$ cat src/rtl/riscv_pkg.sv
// Shared definitions for the instruction fetch path: bus response codes
// and the small helpers that interpret them.
package riscv_pkg;

    // Read-response codes returned by the instruction memory.
    typedef enum logic [1:0] {
        RespOkay   = 2'd0,
        RespExOkay = 2'd1,
        RespSlvErr = 2'd2,
        RespDecErr = 2'd3
    } resp_e;

    // Every instruction word occupies four bytes.
    localparam int unsigned InstrBytes = 4;

    // Any response other than OKAY marks the fetched word as faulting.
    function automatic logic resp_is_error(input logic [1:0] resp);
        return resp != RespOkay;
    endfunction

endpackage

$ cat src/rtl/fetch_fifo.sv
// Instruction buffer between the memory response channel and decode.
// Flat payload, power-of-two depth, flush overrides push and pop.
module fetch_fifo #(
    parameter int WIDTH = 65,
    parameter int DEPTH = 4
) (
    input  logic                       clk,
    input  logic                       rstn,
    input  logic                       flush_i,
    input  logic                       push_i,
    input  logic [WIDTH-1:0]           wdata_i,
    input  logic                       pop_i,
    output logic                       valid_o,
    output logic [WIDTH-1:0]           rdata_o,
    output logic [$clog2(DEPTH+1)-1:0] count_o
);
    import riscv_pkg::*;

    localparam int AW = $clog2(DEPTH);
    localparam int CW = $clog2(DEPTH+1);

    logic [WIDTH-1:0] mem_q [DEPTH];
    logic [AW-1:0]    wptr_q, wptr_d;
    logic [AW-1:0]    rptr_q, rptr_d;
    logic [CW-1:0]    count_q, count_d;
    logic             empty, full, do_push, do_pop;

    assign empty   = (count_q == '0);
    assign full    = (count_q == CW'(DEPTH));
    assign do_pop  = pop_i & ~empty;
    // A full buffer still accepts a word when the head leaves in the same cycle.
    assign do_push = push_i & (~full | do_pop);

    // Pointer and occupancy next-state; a flush discards everything.
    always_comb begin
        wptr_d  = wptr_q;
        rptr_d  = rptr_q;
        count_d = count_q;
        if (flush_i) begin
            wptr_d  = '0;
            rptr_d  = '0;
            count_d = '0;
        end else begin
            if (do_push) wptr_d = wptr_q + AW'(1);
            if (do_pop)  rptr_d = rptr_q + AW'(1);
            count_d = count_q + CW'(do_push) - CW'(do_pop);
        end
    end

    // Control state register.
    always_ff @(posedge clk or negedge rstn) begin
        if (!rstn) begin
            wptr_q  <= '0;
            rptr_q  <= '0;
            count_q <= '0;
        end else begin
            wptr_q  <= wptr_d;
            rptr_q  <= rptr_d;
            count_q <= count_d;
        end
    end

    // Payload storage; contents are only meaningful behind a valid count.
    always_ff @(posedge clk) begin
        if (do_push && !flush_i) mem_q[wptr_q] <= wdata_i;
    end

    assign valid_o = ~empty;
    assign rdata_o = mem_q[rptr_q];
    assign count_o = count_q;

endmodule

$ cat src/rtl/prefetch_unit.sv
// Instruction prefetcher: issues sequential reads under a credit limit,
// buffers responses tagged with their PC and handles redirects by
// discarding every read still in flight at the moment of the redirect.
module prefetch_unit #(
    parameter int              XLEN     = 32,
    parameter int              DEPTH    = 4,
    parameter logic [XLEN-1:0] RESET_PC = '0
) (
    input  logic            clk,
    input  logic            rstn,
    input  logic            i_redirect_valid,
    input  logic [XLEN-1:0] i_redirect_addr,
    output logic            o_if_valid,
    input  logic            i_if_ready,
    output logic [XLEN-1:0] o_if_instr,
    output logic [XLEN-1:0] o_if_pc,
    output logic            o_if_fault,
    output logic            o_im_arvalid,
    input  logic            i_im_arready,
    output logic [XLEN-1:0] o_im_araddr,
    input  logic            i_im_rvalid,
    output logic            o_im_rready,
    input  logic [XLEN-1:0] i_im_rdata,
    input  logic [1:0]      i_im_rresp
);
    import riscv_pkg::*;

    localparam int              CW         = $clog2(DEPTH+1);
    localparam int              FW         = 2*XLEN + 1;
    localparam logic [XLEN-1:0] RESET_PC_A = {RESET_PC[XLEN-1:2], 2'b00};
    localparam logic [XLEN-1:0] STEP       = XLEN'(InstrBytes);

    logic            run_q;
    logic [XLEN-1:0] fetch_pc_q, fetch_pc_d;
    logic [XLEN-1:0] rsp_pc_q, rsp_pc_d;
    logic [XLEN-1:0] pend_addr_q, pend_addr_d;
    logic            pend_q, pend_d;
    logic [CW-1:0]   outstanding_q, outstanding_d;
    logic [CW-1:0]   discard_q, discard_d;

    logic            ar_hs, r_hs, ar_stall, discarding, push, pop, credit_ok;
    logic [XLEN-1:0] redir_addr;
    logic            fifo_valid;
    logic [FW-1:0]   fifo_rdata;
    logic [CW-1:0]   fifo_count;

    assign redir_addr = i_redirect_addr & ~XLEN'(3);
    assign ar_hs      = o_im_arvalid & i_im_arready;
    assign r_hs       = i_im_rvalid & o_im_rready;
    assign ar_stall   = o_im_arvalid & ~i_im_arready;
    assign discarding = (discard_q != '0);
    // Redirect wins over a coincident response or pop.
    assign push       = r_hs & ~i_redirect_valid & ~discarding;
    assign pop        = fifo_valid & i_if_ready & ~i_redirect_valid;

    // Every read in flight or buffered holds a slot, so responses never stall.
    // Credit only grows between handshakes, which keeps a raised arvalid stable.
    assign credit_ok    = ({1'b0, outstanding_q} + {1'b0, fifo_count}) < (CW+1)'(DEPTH);
    assign o_im_arvalid = run_q & credit_ok;
    assign o_im_araddr  = fetch_pc_q;
    assign o_im_rready  = run_q;

    // Fetch address: a redirect during a stalled read is parked until that read completes.
    always_comb begin
        fetch_pc_d  = fetch_pc_q;
        pend_d      = pend_q;
        pend_addr_d = pend_addr_q;
        if (i_redirect_valid) begin
            if (ar_stall) begin
                pend_d      = 1'b1;
                pend_addr_d = redir_addr;
            end else begin
                fetch_pc_d = redir_addr;
                pend_d     = 1'b0;
            end
        end else if (ar_hs) begin
            if (pend_q) begin
                fetch_pc_d = pend_addr_q;
                pend_d     = 1'b0;
            end else begin
                fetch_pc_d = fetch_pc_q + STEP;
            end
        end
    end

    // In-flight and discard accounting; a parked read adds its own discard when it completes.
    always_comb begin
        outstanding_d = outstanding_q + CW'(ar_hs) - CW'(r_hs);
        if (i_redirect_valid) begin
            discard_d = outstanding_d;
        end else begin
            discard_d = discard_q - CW'(r_hs & discarding) + CW'(ar_hs & pend_q);
        end
    end

    // PC tag for the next accepted response.
    always_comb begin
        rsp_pc_d = rsp_pc_q;
        if (i_redirect_valid) rsp_pc_d = redir_addr;
        else if (push)        rsp_pc_d = rsp_pc_q + STEP;
    end

    // Control state register.
    always_ff @(posedge clk or negedge rstn) begin
        if (!rstn) begin
            run_q         <= 1'b0;
            fetch_pc_q    <= RESET_PC_A;
            rsp_pc_q      <= RESET_PC_A;
            pend_q        <= 1'b0;
            pend_addr_q   <= RESET_PC_A;
            outstanding_q <= '0;
            discard_q     <= '0;
        end else begin
            run_q         <= 1'b1;
            fetch_pc_q    <= fetch_pc_d;
            rsp_pc_q      <= rsp_pc_d;
            pend_q        <= pend_d;
            pend_addr_q   <= pend_addr_d;
            outstanding_q <= outstanding_d;
            discard_q     <= discard_d;
        end
    end

    fetch_fifo #(
        .WIDTH (FW),
        .DEPTH (DEPTH)
    ) u_fifo (
        .clk     (clk),
        .rstn    (rstn),
        .flush_i (i_redirect_valid),
        .push_i  (push),
        .wdata_i ({i_im_rdata, rsp_pc_q, resp_is_error(i_im_rresp)}),
        .pop_i   (pop),
        .valid_o (fifo_valid),
        .rdata_o (fifo_rdata),
        .count_o (fifo_count)
    );

    // Decode sees zeros whenever no entry is presented.
    assign o_if_valid = fifo_valid;
    assign o_if_instr = fifo_valid ? fifo_rdata[FW-1:XLEN+1] : '0;
    assign o_if_pc    = fifo_valid ? fifo_rdata[XLEN:1]      : '0;
    assign o_if_fault = fifo_valid & fifo_rdata[0];

endmodule

$ cat config.mk
export PLATFORM = sky130hd
export DESIGN_NAME = prefetch_unit
export DESIGN_NICKNAME = d
export VERILOG_FILES = /design/src/rtl/riscv_pkg.sv /design/src/rtl/fetch_fifo.sv /design/src/rtl/prefetch_unit.sv
export SDC_FILE = /design/constraint.sdc
export NUM_CORES = 1
export LEC_CHECK = 0
export CAP_MARGIN = 20
export CORE_UTILIZATION = 30
export DETAILED_ROUTE_END_ITERATION = 7
export SLEW_MARGIN = 20
export SYNTH_ARGS = -nofsm -noshare
export SYNTH_HDL_FRONTEND = slang
export SYNTH_SLANG_ARGS = --single-unit
$ cat constraint.sdc
create_clock -name clk -period 3.9 [get_ports clk]
set_input_delay 0.78 -clock clk [delete_from_list [all_inputs] [get_ports clk]]
set_output_delay 0.78 -clock clk [all_outputs]
set_load 0.02 [all_outputs]
# == Yosys cells after proc, flatten, opt, wreduce, memory -nomap -nowiden ==
# Memory sizes are Yosys's and may differ from the RTL's.
# Index checks and enable logic that the tools add are counted.
# Widths: inputs -> output; s select.
# totals
reg_bits,109
ramBits,260
in_bits,72
out_inout_bits,100
word_cells,74
mem_count,1
# memory_table
memory,depth,width,read_ports,rd_ports_with_merged_regs,write_ports,line,source
u_fifo.mem_q,4,65,1,0,1,fetch_fifo.sv:22,logic [WIDTH-1:0] mem_q [DEPTH];
# classes
n_addsub,11
n_lt_le_gt_ge,1
n_eq_ne,2
n_mux,19
n_bitwise,19
reduce_logical,11
# ops
operator,n
$mux 32,8
$add 32x3->32 const B,2
$and 1x1->1,13
$reduce_bool 2->1,5
$add 3x1->3,3
$sub 3x1->3,3
$mux 2,4
$mux 3,2
$mux 1,5
$not 1->1,5
$add 2x1->2 const B,2
$add 3x3->4,1
$lt 4x3->1 const B,1
$reduce_and 2->1,2
$eq 3x3->1 const B,1
$logic_not 3->1,1
$reduce_bool 3->1,1
$ne 2x2->1 const B,1
$logic_and 1x1->1,1
$logic_not 1->1,1
$or 1x1->1,1

# == Longest topological paths before layout ==
# Gate-level depths: netlist (run 1).
# logic_depth
word_depth,10
ltp_mapped,13
mapped_depth_nobuf,11

# == Modules after synthesis ==
# A second synthesis (run 1) with hierarchy kept.
# hier_totals
cells_unflattened,1034
hier_area_um2,15805.2
# modules_own_cells
mod,instances,cells_per_inst,area_each_um2,seq_area_each_um2
fetch_fifo,1,384,9875.7,7982.7
prefetch_unit,1,650,5929.4,2452.4

# == Worst setup path after synthesis (run 1) ==
# OpenSTA, ideal clock, no wires.
# synth_timing
kind,input to register
from,input port i_im_rvalid
to,memory u_fifo.mem_q[1][0] (enable)
setup_ns,0.428
arrival_ns,3.293
required_time_ns,3.472
path_slack_ns,0.179
stages,5
path_buffers,1
path_cell_list,and2_1 -> clkbuf_1 -> nand2_1 -> nor3_1 -> and2_1
# synth_between
elab_chain_cells,7
# synth_lines
element,line,source
start: declaration,prefetch_unit.sv:21,"input logic i_im_rvalid,"
$and 1x1->1,prefetch_unit.sv:49,assign r_hs = i_im_rvalid & o_im_rready;
$and 1x1->1 (2 in a row),prefetch_unit.sv:53,assign push = r_hs & ~i_redirect_valid & ~discarding;
$and 1x1->1,fetch_fifo.sv:32,assign do_push = push_i & (~full | do_pop);
$logic_and 1x1->1,fetch_fifo.sv:65,if (do_push && !flush_i) mem_q[wptr_q] <= wdata_i;
$mux 1,fetch_fifo.sv:65,
$mux 1 (not written as such),fetch_fifo.sv:65,
end: declaration,fetch_fifo.sv:22,
# No other way between the ends.

# == Worst setup path after layout (run 1) ==
# layout_timing
from,register u_fifo.count_q[2] (netlist: u_fifo.count_o[2])
to,output port o_im_arvalid
# layout_between
elab_chain_cells,3
# layout_lines
element,line,source
start: declaration,fetch_fifo.sv:25,"logic [CW-1:0] count_q, count_d;"
start signal: assignment,fetch_fifo.sv:59,count_q <= count_d;
$add 3x3->4,prefetch_unit.sv:58,"assign credit_ok = ({1'b0, outstanding_q} + {1'b0, fifo_count}) < (CW+1)'(DEPTH);"
$lt 4x3->1,prefetch_unit.sv:58,
$and 1x1->1,prefetch_unit.sv:59,assign o_im_arvalid = run_q & credit_ok;
end: declaration,prefetch_unit.sv:18,"output logic o_im_arvalid,"
# No other way between the ends.

==> impl_metrics.prom, run 1 <==
# TYPE chip_impl_metric gauge
chip_impl_info{name="main_flop_type_after_synthesis",value="edfxtp_1"} 1
chip_impl_metric{name="synth-seq-cells",unit=""} 357
chip_impl_metric{name="cp_data_arrival_time",unit="ns"} 2.94
chip_impl_metric{name="worst_pin_slew",unit="ns"} 0.703
chip_impl_metric{name="worstPathMaxFanout",unit=""} 9
chip_impl_metric{name="pin_count_of_the_biggest_net_entering_global_routing",unit=""} 64
chip_impl_metric{name="wirelength",unit="um"} 36900
chip_impl_metric{name="synth-seq-area-share",unit=""} 0.660
chip_impl_metric{name="placement.io_buffers",unit=""} 165
chip_impl_info{name="layout.cells.most_common",value="edfxtp_1"} 1
chip_impl_metric{name="boundaryPins",unit=""} 172
chip_impl_metric{name="first_global_vias",unit=""} 9400
chip_impl_metric{name="dp_cells",unit=""} 1825
chip_impl_info{name="path_class",value="reg2out"} 1
chip_impl_metric{name="synth.avg_cell_area",unit="sq um"} 15.1
chip_impl_metric{name="holdBufCountCts",unit=""} 0
chip_impl_metric{name="cts_inserted_buffers",unit=""} 39
chip_impl_info{name="hp-class",value="in2async"} 1
chip_impl_metric{name="final_clock_skew",unit="ns"} 0.0122
chip_impl_metric{name="die_w",unit="um"} 229
chip_impl_metric{name="detailedRoute.firstPassIterationCount",unit=""} 5
chip_impl_info{name="timing.critical_path.slowest_stage_cell",value="clkdlybuf4s50_1"} 1
chip_impl_metric{name="power.density",unit="mW/mm^2"} 630
chip_impl_metric{name="async_set_or_reset_flop_fraction_in_the_synthesized_netlist",unit=""} 0.294
chip_impl_metric{name="cts_repair_resize_count",unit=""} 0
chip_impl_info{name="grt_setup_unrepaired",value="no"} 1
chip_impl_metric{name="all_layer_gr_usage",unit=""} 0.140
chip_impl_metric{name="drt_iter0_markers",unit=""} 633
chip_impl_info{name="cts-root-buf",value="clkbuf_16"} 1
chip_impl_metric{name="postRouteAntennaNets",unit=""} 0
chip_impl_metric{name="power.static_leakage",unit="nW"} 6.51
chip_impl_metric{name="syn2layout_area_growth",unit="%"} 24.7
chip_impl_metric{name="worst_endpoint_required_time",unit="ns"} 3.12
chip_impl_metric{name="postCtsSetupBuffers",unit=""} 0
chip_impl_metric{name="number_of_antenna_violations_at_the_first_check_in_global_routing",unit=""} 1
chip_impl_metric{name="synth_edf_count",unit=""} 252
chip_impl_metric{name="maxSlewHeadroom",unit=""} 0.527
chip_impl_metric{name="worst-r2r-setup-slack",unit="ns"} 0.68
chip_impl_metric{name="total_standard_cell_area_after_synthesis",unit="sq mm"} 0.0155
chip_impl_metric{name="row_count",unit=""} 82
chip_impl_metric{name="gp_routability_congestion",unit=""} 0.825
chip_impl_metric{name="timing_max_transition_violations_final",unit=""} 0
chip_impl_info{name="layout_common_cells",value="edfxtp_1 (252), clkdlybuf4s50_1 (163), dfrtp_1 (103), and2_1 (68), mux4_2 (63)"} 1
chip_impl_metric{name="floorplan.initialDensity",unit=""} 0.306
chip_impl_metric{name="vdd_drop_max",unit="mV"} 0.376
chip_impl_metric{name="cts.reportedPaths.clkPinSlew",unit="ns"} 0.06
chip_impl_metric{name="detailroute.via_count",unit=""} 9380
chip_impl_info{name="outcome",value="finished, final reports clean"} 1
chip_impl_info{name="start_kind",value="register"} 1
chip_impl_metric{name="layout.cells.non_filler",unit=""} 1896
chip_impl_metric{name="fin_setup_tns",unit="ns"} 0
chip_impl_metric{name="global_route.overflow_total",unit=""} 0
chip_impl_metric{name="routed_wire_length_per_instance",unit="um"} 19.5
chip_impl_info{name="cts_tree",value="yes"} 1
chip_impl_metric{name="ctsHtreeMaxLevel",unit=""} 2
chip_impl_metric{name="timing.fmax",unit="MHz"} 268
chip_impl_metric{name="synth.lib_cells_used.distinct",unit=""} 65
chip_impl_info{name="setup.worst_path.end_class",value="output port"} 1
chip_impl_metric{name="die_height",unit="um"} 229
chip_impl_metric{name="finalCriticalPeriod",unit="ns"} 3.72
chip_impl_metric{name="clock_latency_of_the_later_clocked_register_in_the_worst_skew_pair",unit="ns"} 0.55
chip_impl_metric{name="clock-sinks",unit=""} 357
chip_impl_metric{name="fin_nets",unit=""} 1283
chip_impl_metric{name="ctsLongestPathBuffers",unit=""} 3
chip_impl_info{name="worstPathCellList",value="ha_1 > or4b_1 > a31oi_4 > clkdlybuf4s50_1"} 1
chip_impl_metric{name="final_hpwl_from_detailed_placement",unit="um"} 23900
chip_impl_metric{name="drive_gt1_frac",unit=""} 0.134
chip_impl_metric{name="grt_first_pass_wirelength",unit="um"} 56500
chip_impl_info{name="critPathTopFamily",value="buffers and inverters"} 1
chip_impl_metric{name="ys.warnings.count",unit=""} 0
chip_impl_metric{name="layout_worst_path_cycle_share",unit=""} 0.955
chip_impl_metric{name="setup_viol_count_final",unit=""} 0
chip_impl_metric{name="combined_buffer_and_inverter_count_along_the_critical_path",unit=""} 1
chip_impl_metric{name="number_of_instances_in_the_synthesized_netlist",unit=""} 1023
chip_impl_metric{name="die_area",unit="sq mm"} 0.0524
chip_impl_metric{name="core_area",unit="sq mm"} 0.0505
chip_impl_metric{name="detail_route.drc_violations",unit=""} 0
chip_impl_metric{name="max_capacitance_violation_count",unit=""} 0
chip_impl_metric{name="hold_violations",unit=""} 0
chip_impl_metric{name="cp_slowest_stage_delay",unit="ns"} 0.72
chip_impl_metric{name="route.detailed.vias_per_inst",unit=""} 4.95
chip_impl_metric{name="fillCellCount",unit=""} 4747
state kept, by name (all words and copies together) (netlist names):
name and flops:
u_fifo.mem_q 252, o_im_araddr 30, pend_addr_q 30, rsp_pc_q 30, discard_q 3, outstanding_q 3
u_fifo.count_o 3, u_fifo.rptr_q 2, u_fifo.wptr_q 2, o_im_rready 1, pend_q 1
final cells by class:
type                       count  area (sq um)  share of cell area
antenna                        1          2.50            0.000130
clock buffer                  52          1020              0.0532
clock inverter                18           223              0.0116
inverter                      21          78.8             0.00409
multi-input combinational    585          4950               0.257
sequential                   357         10200               0.529
tap                          672           841              0.0436
timing repair buffer         190          1960               0.102
report_power, final:
part           switching (mW)  total (mW)  internal [mW]
logic                    1.73        3.43           1.71
clock network            1.53        3.66           2.13
registers               0.537        5.05           4.51
worst paths after layout:
path                                             start  depth (start not counted)                          end
max in group asynchronous                         rstn                          2     rsp_pc_q[12]$_DFFE_PN0N_
hold reg to reg             pend_addr_q[8]$_DFFE_PN0P_                          1   pend_addr_q[8]$_DFFE_PN0P_
hold / removal                                    rstn                          1  o_im_araddr[22]$_DFFE_PN0P_
min in group clk            pend_addr_q[8]$_DFFE_PN0P_                          1   pend_addr_q[8]$_DFFE_PN0P_
setup reg to reg           u_fifo.count_o[2]$_DFF_PN0_                         11       discard_q[2]$_DFF_PN0_
setup / recovery           u_fifo.count_o[2]$_DFF_PN0_                          4                 o_im_arvalid
cells by family (layout without fill, tap and decap cells):
| family | Yosys count | count (layout) | share of synthesized area |
|---|---|---|---|
| xor+xnor | 43 | 43 | 0.0244 |
| buf+inv | 84 | 281 | 0.0219 |
| fa+ha+maj | 17 | 17 | 0.0152 |
| flops | 357 | 357 | 0.660 |
| compound gates | 147 | 147 | 0.0634 |
| mux | 104 | 104 | 0.121 |
| other cells | 2 | 6 | 0.000486 |
| simple gates | 269 | 269 | 0.0937 |
per-stage QoR:
step / instance area (sq um) / hold slack [ns] / total power [mW] / util / worst slack [ns]
finish: 19300 / 0.255 / 12.1 / 0.382 / 0.175
global route: 19300 / 0.299 / 12.7 / 0.382 / 0.0613
CTS: 19300 / 0.277 / 12.3 / 0.382 / 0.134
detailed placement: 18000 / 0.473 / 8.58 / 0.357 / 0.690
global placement: 18000 / 0.468 / 8.52 / 0.357 / 0.723
floorplan: 15500 / 0.455 / 7.05 / - / 0.179
synth_stat cells (5+ instances only):
| master | n | share of area |
|---|---|---|
| nand4_1 | 16 | 0.0065 |
| o21a_1 | 9 | 0.0044 |
| o21ai_0 | 18 | 0.0058 |
| inv_1 | 21 | 0.0051 |
| xor2_1 | 9 | 0.0051 |
| nand2_1 | 56 | 0.014 |
| a21oi_1 | 30 | 0.0097 |
| edfxtp_1 | 252 | 0.49 |
| o211ai_1 | 11 | 0.0053 |
| a31oi_1 | 15 | 0.0061 |
| o31ai_1 | 6 | 0.0029 |
| a211oi_1 | 8 | 0.0039 |
| mux2i_1 | 5 | 0.0032 |
| and2_1 | 72 | 0.029 |
| nand3_1 | 23 | 0.0074 |
| nor2_1 | 37 | 0.0090 |
| and4_1 | 8 | 0.0045 |
| nand2b_1 | 7 | 0.0028 |
| ha_1 | 14 | 0.011 |
| nor3_1 | 16 | 0.0052 |
| o21ai_1 | 16 | 0.0052 |
| dfrtp_1 | 105 | 0.17 |
| and3_1 | 5 | 0.0020 |
| clkbuf_1 | 47 | 0.011 |
| mux2_2 | 6 | 0.0044 |
| mux4_2 | 63 | 0.092 |
| xnor2_1 | 34 | 0.019 |
| buf_2 | 7 | 0.0023 |
| buf_1 | 5 | 0.0012 |
| mux2_1 | 30 | 0.022 |
| nor4_1 | 11 | 0.0045 |
layer usage:
| metal | share of wire | track usage |
|---|---|---|
| met5 | 0 | 0 |
| met4 | 0.024 | 0.0419 |
| met3 | 0.061 | 0.0280 |
| met2 | 0.45 | 0.209 |
| met1 | 0.47 | 0.204 |
Note: power is estimated with default switching activity, not from simulation.
==> run 2: changes to the inputs <==
--- a/config.mk
+++ b/config.mk
@@ -8,6 +8,7 @@
 export CAP_MARGIN = 20
 export CORE_UTILIZATION = 30
 export DETAILED_ROUTE_END_ITERATION = 7
+export MAX_ROUTING_LAYER = met4
 export SLEW_MARGIN = 20
 export SYNTH_ARGS = -nofsm -noshare
 export SYNTH_HDL_FRONTEND = slang
==> run 2 against run 1 <==
Against the previous run: combinational power about the same; utilization unchanged; sequential power about the same; clock skew down 0.0019 ns; first-iteration DRC count up 10%; critical path type unchanged; wire length up 0.41%.
==> impl_metrics.prom, run 2 (synthesized netlist as in run 1, its figures left out) <==
# TYPE chip_impl_metric gauge
chip_impl_info{name="outcome",value="finished, final reports clean"} 1
chip_impl_metric{name="detailedRoute.firstPassIterationCount",unit=""} 5
chip_impl_metric{name="layout_worst_path_cycle_share",unit=""} 0.958
chip_impl_info{name="cts_tree",value="yes"} 1
chip_impl_metric{name="cts_repair_resize_count",unit=""} 0
chip_impl_metric{name="detail_route.drc_violations",unit=""} 0
chip_impl_metric{name="sw_frac_of_total",unit=""} 0.313
chip_impl_metric{name="final_hpwl_from_detailed_placement",unit="um"} 23900
chip_impl_metric{name="clockPowerShare",unit=""} 0.302
chip_impl_metric{name="detailroute.via_count",unit=""} 9466
chip_impl_metric{name="pwr-share-comb",unit=""} 0.283
chip_impl_metric{name="fin_util",unit=""} 0.382
chip_impl_metric{name="row_count",unit=""} 82
chip_impl_metric{name="fin_nets",unit=""} 1283
chip_impl_metric{name="drive_gt1_frac",unit=""} 0.134
chip_impl_info{name="layout_common_cells",value="edfxtp_1 (252), clkdlybuf4s50_1 (163), dfrtp_1 (103), and2_1 (68), mux4_2 (63)"} 1
chip_impl_info{name="cts-root-buf",value="clkbuf_16"} 1
chip_impl_metric{name="worstPathMaxFanout",unit=""} 9
chip_impl_metric{name="maxSlewHeadroom",unit=""} 0.509
chip_impl_metric{name="route.detailed.vias_per_inst",unit=""} 4.99
chip_impl_metric{name="postRouteAntennaNets",unit=""} 0
chip_impl_info{name="path_class",value="reg2out"} 1
chip_impl_metric{name="hold_violations",unit=""} 0
chip_impl_info{name="largest_register",value="u_fifo.mem_q"} 1
chip_impl_metric{name="grt_first_pass_wirelength",unit="um"} 56500
chip_impl_info{name="start_kind",value="register"} 1
chip_impl_metric{name="largest_reg_flops",unit=""} 252
chip_impl_metric{name="floorplan.initialDensity",unit=""} 0.306
chip_impl_metric{name="die_w",unit="um"} 229
chip_impl_metric{name="number_of_antenna_violations_at_the_first_check_in_global_routing",unit=""} 1
chip_impl_metric{name="fillCellCount",unit=""} 4750
chip_impl_metric{name="hold-worst-slack",unit="ns"} 0.261
chip_impl_metric{name="max_capacitance_violation_count",unit=""} 0
chip_impl_metric{name="setup_viol_count_final",unit=""} 0
chip_impl_metric{name="boundaryPins",unit=""} 172
chip_impl_metric{name="cts_inserted_buffers",unit=""} 39
chip_impl_metric{name="netSwitchingPower",unit="mW"} 3.80
chip_impl_metric{name="p_total",unit="mW"} 12.1
chip_impl_metric{name="timing_max_transition_violations_final",unit=""} 0
chip_impl_metric{name="dp_slack",unit="ns"} 0.690
chip_impl_metric{name="all_layer_gr_usage",unit=""} 0.144
chip_impl_metric{name="gp_routability_congestion",unit=""} 0.837
chip_impl_metric{name="pin_count_of_the_biggest_net_entering_global_routing",unit=""} 64
chip_impl_metric{name="global_route.overflow_total",unit=""} 0
chip_impl_info{name="setup.worst_path.end_class",value="output port"} 1
chip_impl_metric{name="drt_iter0_markers",unit=""} 699
chip_impl_info{name="grt_setup_unrepaired",value="no"} 1
chip_impl_metric{name="power.density",unit="mW/mm^2"} 630
chip_impl_metric{name="core_area",unit="sq mm"} 0.0505
chip_impl_metric{name="wirelength",unit="um"} 37100
chip_impl_metric{name="worst_endpoint_required_time",unit="ns"} 3.12
chip_impl_metric{name="finalCriticalPeriod",unit="ns"} 3.74
chip_impl_info{name="layout.cells.most_common",value="edfxtp_1"} 1
chip_impl_metric{name="die_height",unit="um"} 229
chip_impl_metric{name="ctsHtreeMaxLevel",unit=""} 2
chip_impl_metric{name="clock-sinks",unit=""} 357
chip_impl_metric{name="cts.reportedPaths.clkPinSlew",unit="ns"} 0.06
chip_impl_metric{name="holdBufCountCts",unit=""} 0
chip_impl_metric{name="cellInternalPower",unit="mW"} 8.35
chip_impl_metric{name="die_area",unit="sq mm"} 0.0524
chip_impl_metric{name="final.setup.worst_slack",unit="ns"} 0.162
chip_impl_metric{name="routed_wire_length_per_instance",unit="um"} 19.6
chip_impl_metric{name="vdd_drop_max",unit="mV"} 0.376
chip_impl_metric{name="power.static_leakage",unit="nW"} 6.51
chip_impl_metric{name="postCtsSetupBuffers",unit=""} 0
chip_impl_metric{name="fin_setup_tns",unit="ns"} 0
chip_impl_metric{name="first_global_vias",unit=""} 9420
chip_impl_metric{name="worst_pin_slew",unit="ns"} 0.737
chip_impl_metric{name="clock_latency_of_the_later_clocked_register_in_the_worst_skew_pair",unit="ns"} 0.55
chip_impl_metric{name="syn2layout_area_growth",unit="%"} 24.7
chip_impl_info{name="hp-class",value="in2async"} 1
chip_impl_metric{name="seqPwrFrac",unit=""} 0.416
chip_impl_metric{name="cp_data_arrival_time",unit="ns"} 2.96
chip_impl_metric{name="placement.io_buffers",unit=""} 165
chip_impl_metric{name="final_clock_skew",unit="ns"} 0.0102
chip_impl_metric{name="timing.fmax",unit="MHz"} 268
chip_impl_metric{name="ctsLongestPathBuffers",unit=""} 3
==> run 2: power by group through the flow <==
stage	combinational, mW	clock, mW	sequential, mW
floorplan	1.97	0	5.08
global placement	3.44	0	5.09
detailed placement	3.48	0	5.10
CTS	3.49	3.76	5.04
global route	3.73	3.89	5.11
finish	3.43	3.66	5.05
==> run 2: metrics by stage <==
| step | cell area (sq um) | instances |
|---|---|---|
| after global placement | 18000 | 1825 |
| after floorplan | 15500 | 1026 |
| final | 19300 | 1896 |
| after CTS | 19300 | 1895 |
| after detailed placement | 18000 | 1825 |
| after global routing | 19300 | 1896 |
==> run 2: worst max-delay path, stage by stage (launching register included) <==
cell	delay [ns]
dfrtp_1	0.42
ha_1	0.28
or4b_1	0.56
a31oi_4	0.42
clkdlybuf4s50_1	0.73
==> run 2: final cells by class <==
cell class                 instances  area (sq um)  area share
tap                              672           841      0.0436
clock inverter                    18           223      0.0116
antenna                            1          2.50    0.000130
timing repair buffer             190          1960       0.102
inverter                          21          78.8     0.00409
multi-input combinational        585          4950       0.257
sequential                       357         10200       0.529
clock buffer                      52          1020      0.0532
==> run 2: routing by layer <==
metal	wire, um	up-vias	GRT usage
li1	-	4256	-
met1	17500	4820	0.206
met2	16300	329	0.209
met3	2370	61	0.0263
met4	864	0	0.0419
met5	0	-	-
==> run 2: worst paths after layout <==
path	start	end	slack [ns]	cells past startpoint
worst max-delay path	u_fifo.count_o[2]$_DFF_PN0_	o_im_arvalid	0.16	4
worst min-delay path	rstn	pend_addr_q[20]$_DFFE_PN0P_	0.26	1
worst max register to register	u_fifo.count_o[2]$_DFF_PN0_	discard_q[2]$_DFF_PN0_	0.66	11
worst min register to register	pend_addr_q[8]$_DFFE_PN0P_	pend_addr_q[8]$_DFFE_PN0P_	0.48	1
max in group asynchronous	rstn	rsp_pc_q[25]$_DFFE_PN0N_	2.88	2
min in group clk	pend_addr_q[8]$_DFFE_PN0P_	pend_addr_q[8]$_DFFE_PN0P_	0.48	1
==> run 3: changes to the inputs <==
==> constraint.sdc (replaced) <==
create_clock -name clk -period 3.84 [get_ports clk]
set_input_delay 0.768 -clock clk [delete_from_list [all_inputs] [get_ports clk]]
set_output_delay 0.768 -clock clk [all_outputs]
set_load 0.02 [all_outputs]
==> run 3 against run 2 <==
Against the previous run: largest power group unchanged; design area fell by 0.55%; first-iteration DRC count shrank 26%; global-route usage increased by 0.25 points.
==> impl_metrics.prom, run 3 (synthesized netlist as in run 1, its figures left out) <==
# TYPE chip_impl_metric gauge
chip_impl_info{name="outcome",value="finished, final reports clean"} 1
chip_impl_metric{name="pwr-share-comb",unit=""} 0.290
chip_impl_info{name="layout_common_cells",value="edfxtp_1 (252), clkdlybuf4s50_1 (163), dfrtp_1 (103), and2_1 (68), mux4_2 (63)"} 1
chip_impl_info{name="layout.cells.most_common",value="edfxtp_1"} 1
chip_impl_metric{name="area_used_by_multi_input_combinational_logic",unit="sq mm"} 0.00495
chip_impl_metric{name="routed_wire_length_per_instance",unit="um"} 19.5
chip_impl_metric{name="ctsLongestPathBuffers",unit=""} 3
chip_impl_info{name="path_class",value="reg2out"} 1
chip_impl_metric{name="gp_routability_congestion",unit=""} 0.868
chip_impl_metric{name="worst_endpoint_required_time",unit="ns"} 3.07
chip_impl_metric{name="fin_setup_tns",unit="ns"} 0
chip_impl_metric{name="drive_gt1_frac",unit=""} 0.133
chip_impl_metric{name="power.static_leakage",unit="nW"} 6.46
chip_impl_info{name="timing.critical_path.slowest_stage_cell",value="clkdlybuf4s50_1"} 1
chip_impl_metric{name="number_of_antenna_violations_at_the_first_check_in_global_routing",unit=""} 0
chip_impl_metric{name="pin_count_of_the_biggest_net_entering_global_routing",unit=""} 55
chip_impl_info{name="r2r_start",value="u_fifo.count_o[2]$_DFF_PN0_"} 1
chip_impl_metric{name="sw_frac_of_total",unit=""} 0.315
chip_impl_metric{name="route.detailed.vias_per_inst",unit=""} 4.99
chip_impl_info{name="largest_register",value="u_fifo.mem_q"} 1
chip_impl_metric{name="grt_first_pass_wirelength",unit="um"} 57500
chip_impl_metric{name="hold_violations",unit=""} 0
chip_impl_metric{name="die_height",unit="um"} 229
chip_impl_metric{name="netSwitchingPower",unit="mW"} 3.79
chip_impl_metric{name="timing.fmax",unit="MHz"} 271
chip_impl_metric{name="setup_viol_count_final",unit=""} 0
chip_impl_metric{name="layout_worst_path_cycle_share",unit=""} 0.961
chip_impl_metric{name="r2r_cells",unit=""} 11
chip_impl_metric{name="dp_slack",unit="ns"} 0.619
chip_impl_metric{name="final_hpwl_from_detailed_placement",unit="um"} 23800
chip_impl_metric{name="vdd_drop_max",unit="mV"} 0.381
chip_impl_metric{name="largest_reg_flops",unit=""} 252
chip_impl_metric{name="finalCriticalPeriod",unit="ns"} 3.69
chip_impl_metric{name="fillCellCount",unit=""} 4783
chip_impl_metric{name="worst-r2r-setup-slack",unit="ns"} 0.63
chip_impl_metric{name="maxSlewHeadroom",unit=""} 0.409
chip_impl_metric{name="detailroute.via_count",unit=""} 9422
chip_impl_metric{name="holdBufCountCts",unit=""} 0
chip_impl_metric{name="seqPwrFrac",unit=""} 0.427
chip_impl_info{name="start_kind",value="register"} 1
chip_impl_metric{name="die_area",unit="sq mm"} 0.0524
chip_impl_metric{name="hold-worst-slack",unit="ns"} 0.270
chip_impl_metric{name="detail_route.drc_violations",unit=""} 0
chip_impl_metric{name="worst_pin_slew",unit="ns"} 0.869
chip_impl_metric{name="floorplan.initialDensity",unit=""} 0.306
chip_impl_metric{name="cts_repair_resize_count",unit=""} 0
chip_impl_metric{name="max_capacitance_violation_count",unit=""} 0
chip_impl_metric{name="cellInternalPower",unit="mW"} 8.23
chip_impl_metric{name="ctsHtreeMaxLevel",unit=""} 2
chip_impl_metric{name="clock-sinks",unit=""} 357
chip_impl_metric{name="cp_data_arrival_time",unit="ns"} 2.92
chip_impl_metric{name="final_clock_skew",unit="ns"} 0.0162
chip_impl_metric{name="n_antenna_cell",unit=""} 0
chip_impl_metric{name="cts_inserted_buffers",unit=""} 38
chip_impl_metric{name="postCtsSetupBuffers",unit=""} 0
chip_impl_info{name="grt_setup_unrepaired",value="no"} 1
chip_impl_info{name="cts_tree",value="yes"} 1
chip_impl_metric{name="wirelength",unit="um"} 36900
chip_impl_metric{name="postRouteAntennaNets",unit=""} 0
chip_impl_metric{name="final.setup.worst_slack",unit="ns"} 0.150
chip_impl_metric{name="all_layer_gr_usage",unit=""} 0.147
chip_impl_info{name="hp-class",value="in2async"} 1
chip_impl_metric{name="fin_nets",unit=""} 1280
chip_impl_metric{name="clock_latency_of_the_later_clocked_register_in_the_worst_skew_pair",unit="ns"} 0.56
chip_impl_metric{name="power.density",unit="mW/mm^2"} 627
chip_impl_metric{name="global_route.overflow_total",unit=""} 0
chip_impl_metric{name="boundaryPins",unit=""} 172
chip_impl_metric{name="syn2layout_area_growth",unit="%"} 24.1
chip_impl_metric{name="die_w",unit="um"} 229
chip_impl_metric{name="cts.reportedPaths.clkPinSlew",unit="ns"} 0.06
chip_impl_metric{name="worstPathMaxFanout",unit=""} 9
chip_impl_info{name="cts-root-buf",value="clkbuf_16"} 1
chip_impl_metric{name="drt_iter0_markers",unit=""} 520
chip_impl_metric{name="clockPowerShare",unit=""} 0.284
chip_impl_metric{name="first_global_vias",unit=""} 9421
chip_impl_metric{name="timing_max_transition_violations_final",unit=""} 0
chip_impl_metric{name="detailedRoute.firstPassIterationCount",unit=""} 5
chip_impl_info{name="setup.worst_path.end_class",value="output port"} 1
chip_impl_info{name="worstPathCellList",value="ha_1 > or4b_1 > a31oi_4 > clkdlybuf4s50_1"} 1
chip_impl_info{name="r2r_end",value="discard_q[2]$_DFF_PN0_"} 1
chip_impl_metric{name="row_count",unit=""} 82
chip_impl_metric{name="placement.io_buffers",unit=""} 165
chip_impl_metric{name="area.sequential",unit="sq mm"} 0.0102
chip_impl_metric{name="core_area",unit="sq mm"} 0.0505
chip_impl_metric{name="cp_slowest_stage_delay",unit="ns"} 0.73
-- run 3: cell types whose count changed in the layout (fill, tap and decap cells not counted), sizes merged --
cell | before | now
bufinv | 4 | 0
buf | 27 | 25
clkbuf | 52 | 54
clkinvlp | 2 | 1
diode | 1 | 0
inv | 24 | 23
-- run 3: per-layer routing --
metal	share of wire	track usage	vias to the layer above
li1	-	-	4267
met1	0.48	0.204	4793
met2	0.45	0.220	310
met3	0.053	0.0265	52
met4	0.021	0.0408	0
met5	0	-	-
-- run 3: worst max path at each step --
stage	startpoint	end	depth (start not counted)
2_1_floorplan	i_im_rvalid	u_fifo.mem_q[1][0]$_DFFE_PP_	5
3_3_place_gp	i_im_rvalid	u_fifo.mem_q[2][35]$_DFFE_PP_	7
3_5_place_dp	u_fifo.count_o[2]$_DFF_PN0_	discard_q[2]$_DFF_PN0_	11
4_1_cts	u_fifo.count_o[2]$_DFF_PN0_	o_im_arvalid	4
5_1_grt	u_fifo.count_o[2]$_DFF_PN0_	o_im_arvalid	4
6_report	u_fifo.count_o[2]$_DFF_PN0_	o_im_arvalid	4
-- run 3: critical path: cells and delay by family, from the launching register on --
kind	cells	cell delay [ns]
buffers and inverters	1	0.73
flip-flops	1	0.41
adder cells (fa/ha/maj)	1	0.27
AO/OA/AOI/OAI	1	0.39
AND/OR/NAND/NOR	1	0.57
-- run 3: area by class of cell --
class,instances,area share
clock buffer,54,0.0549
clock inverter,12,0.00411
inverter,21,0.00411
multi-input combinational,585,0.258
sequential,357,0.532
tap,672,0.0439
timing repair buffer,188,0.103
-- run 3: power by group through the flow --
stage               Combinational [mW]  Clock, mW  Sequential [mW]
floorplan                         2.00          0             5.16
global placement                  3.48          0             5.18
detailed placement                3.53          0             5.19
CTS                               3.54       3.52             5.12
global route                      3.78       3.67             5.20
finish                            3.48       3.41             5.13
-- run 3: metrics by stage --
step | area (sq um) | cells | total power [mW] | util
after CTS | 19200 | 1889 | 12.2 | 0.380
after global placement | 18000 | 1823 | 8.65 | 0.357
after detailed placement | 18000 | 1823 | 8.72 | 0.357
final | 19200 | 1889 | 12.0 | 0.380
after global routing | 19200 | 1889 | 12.6 | 0.380
after floorplan | 15500 | 1026 | 7.16 | -
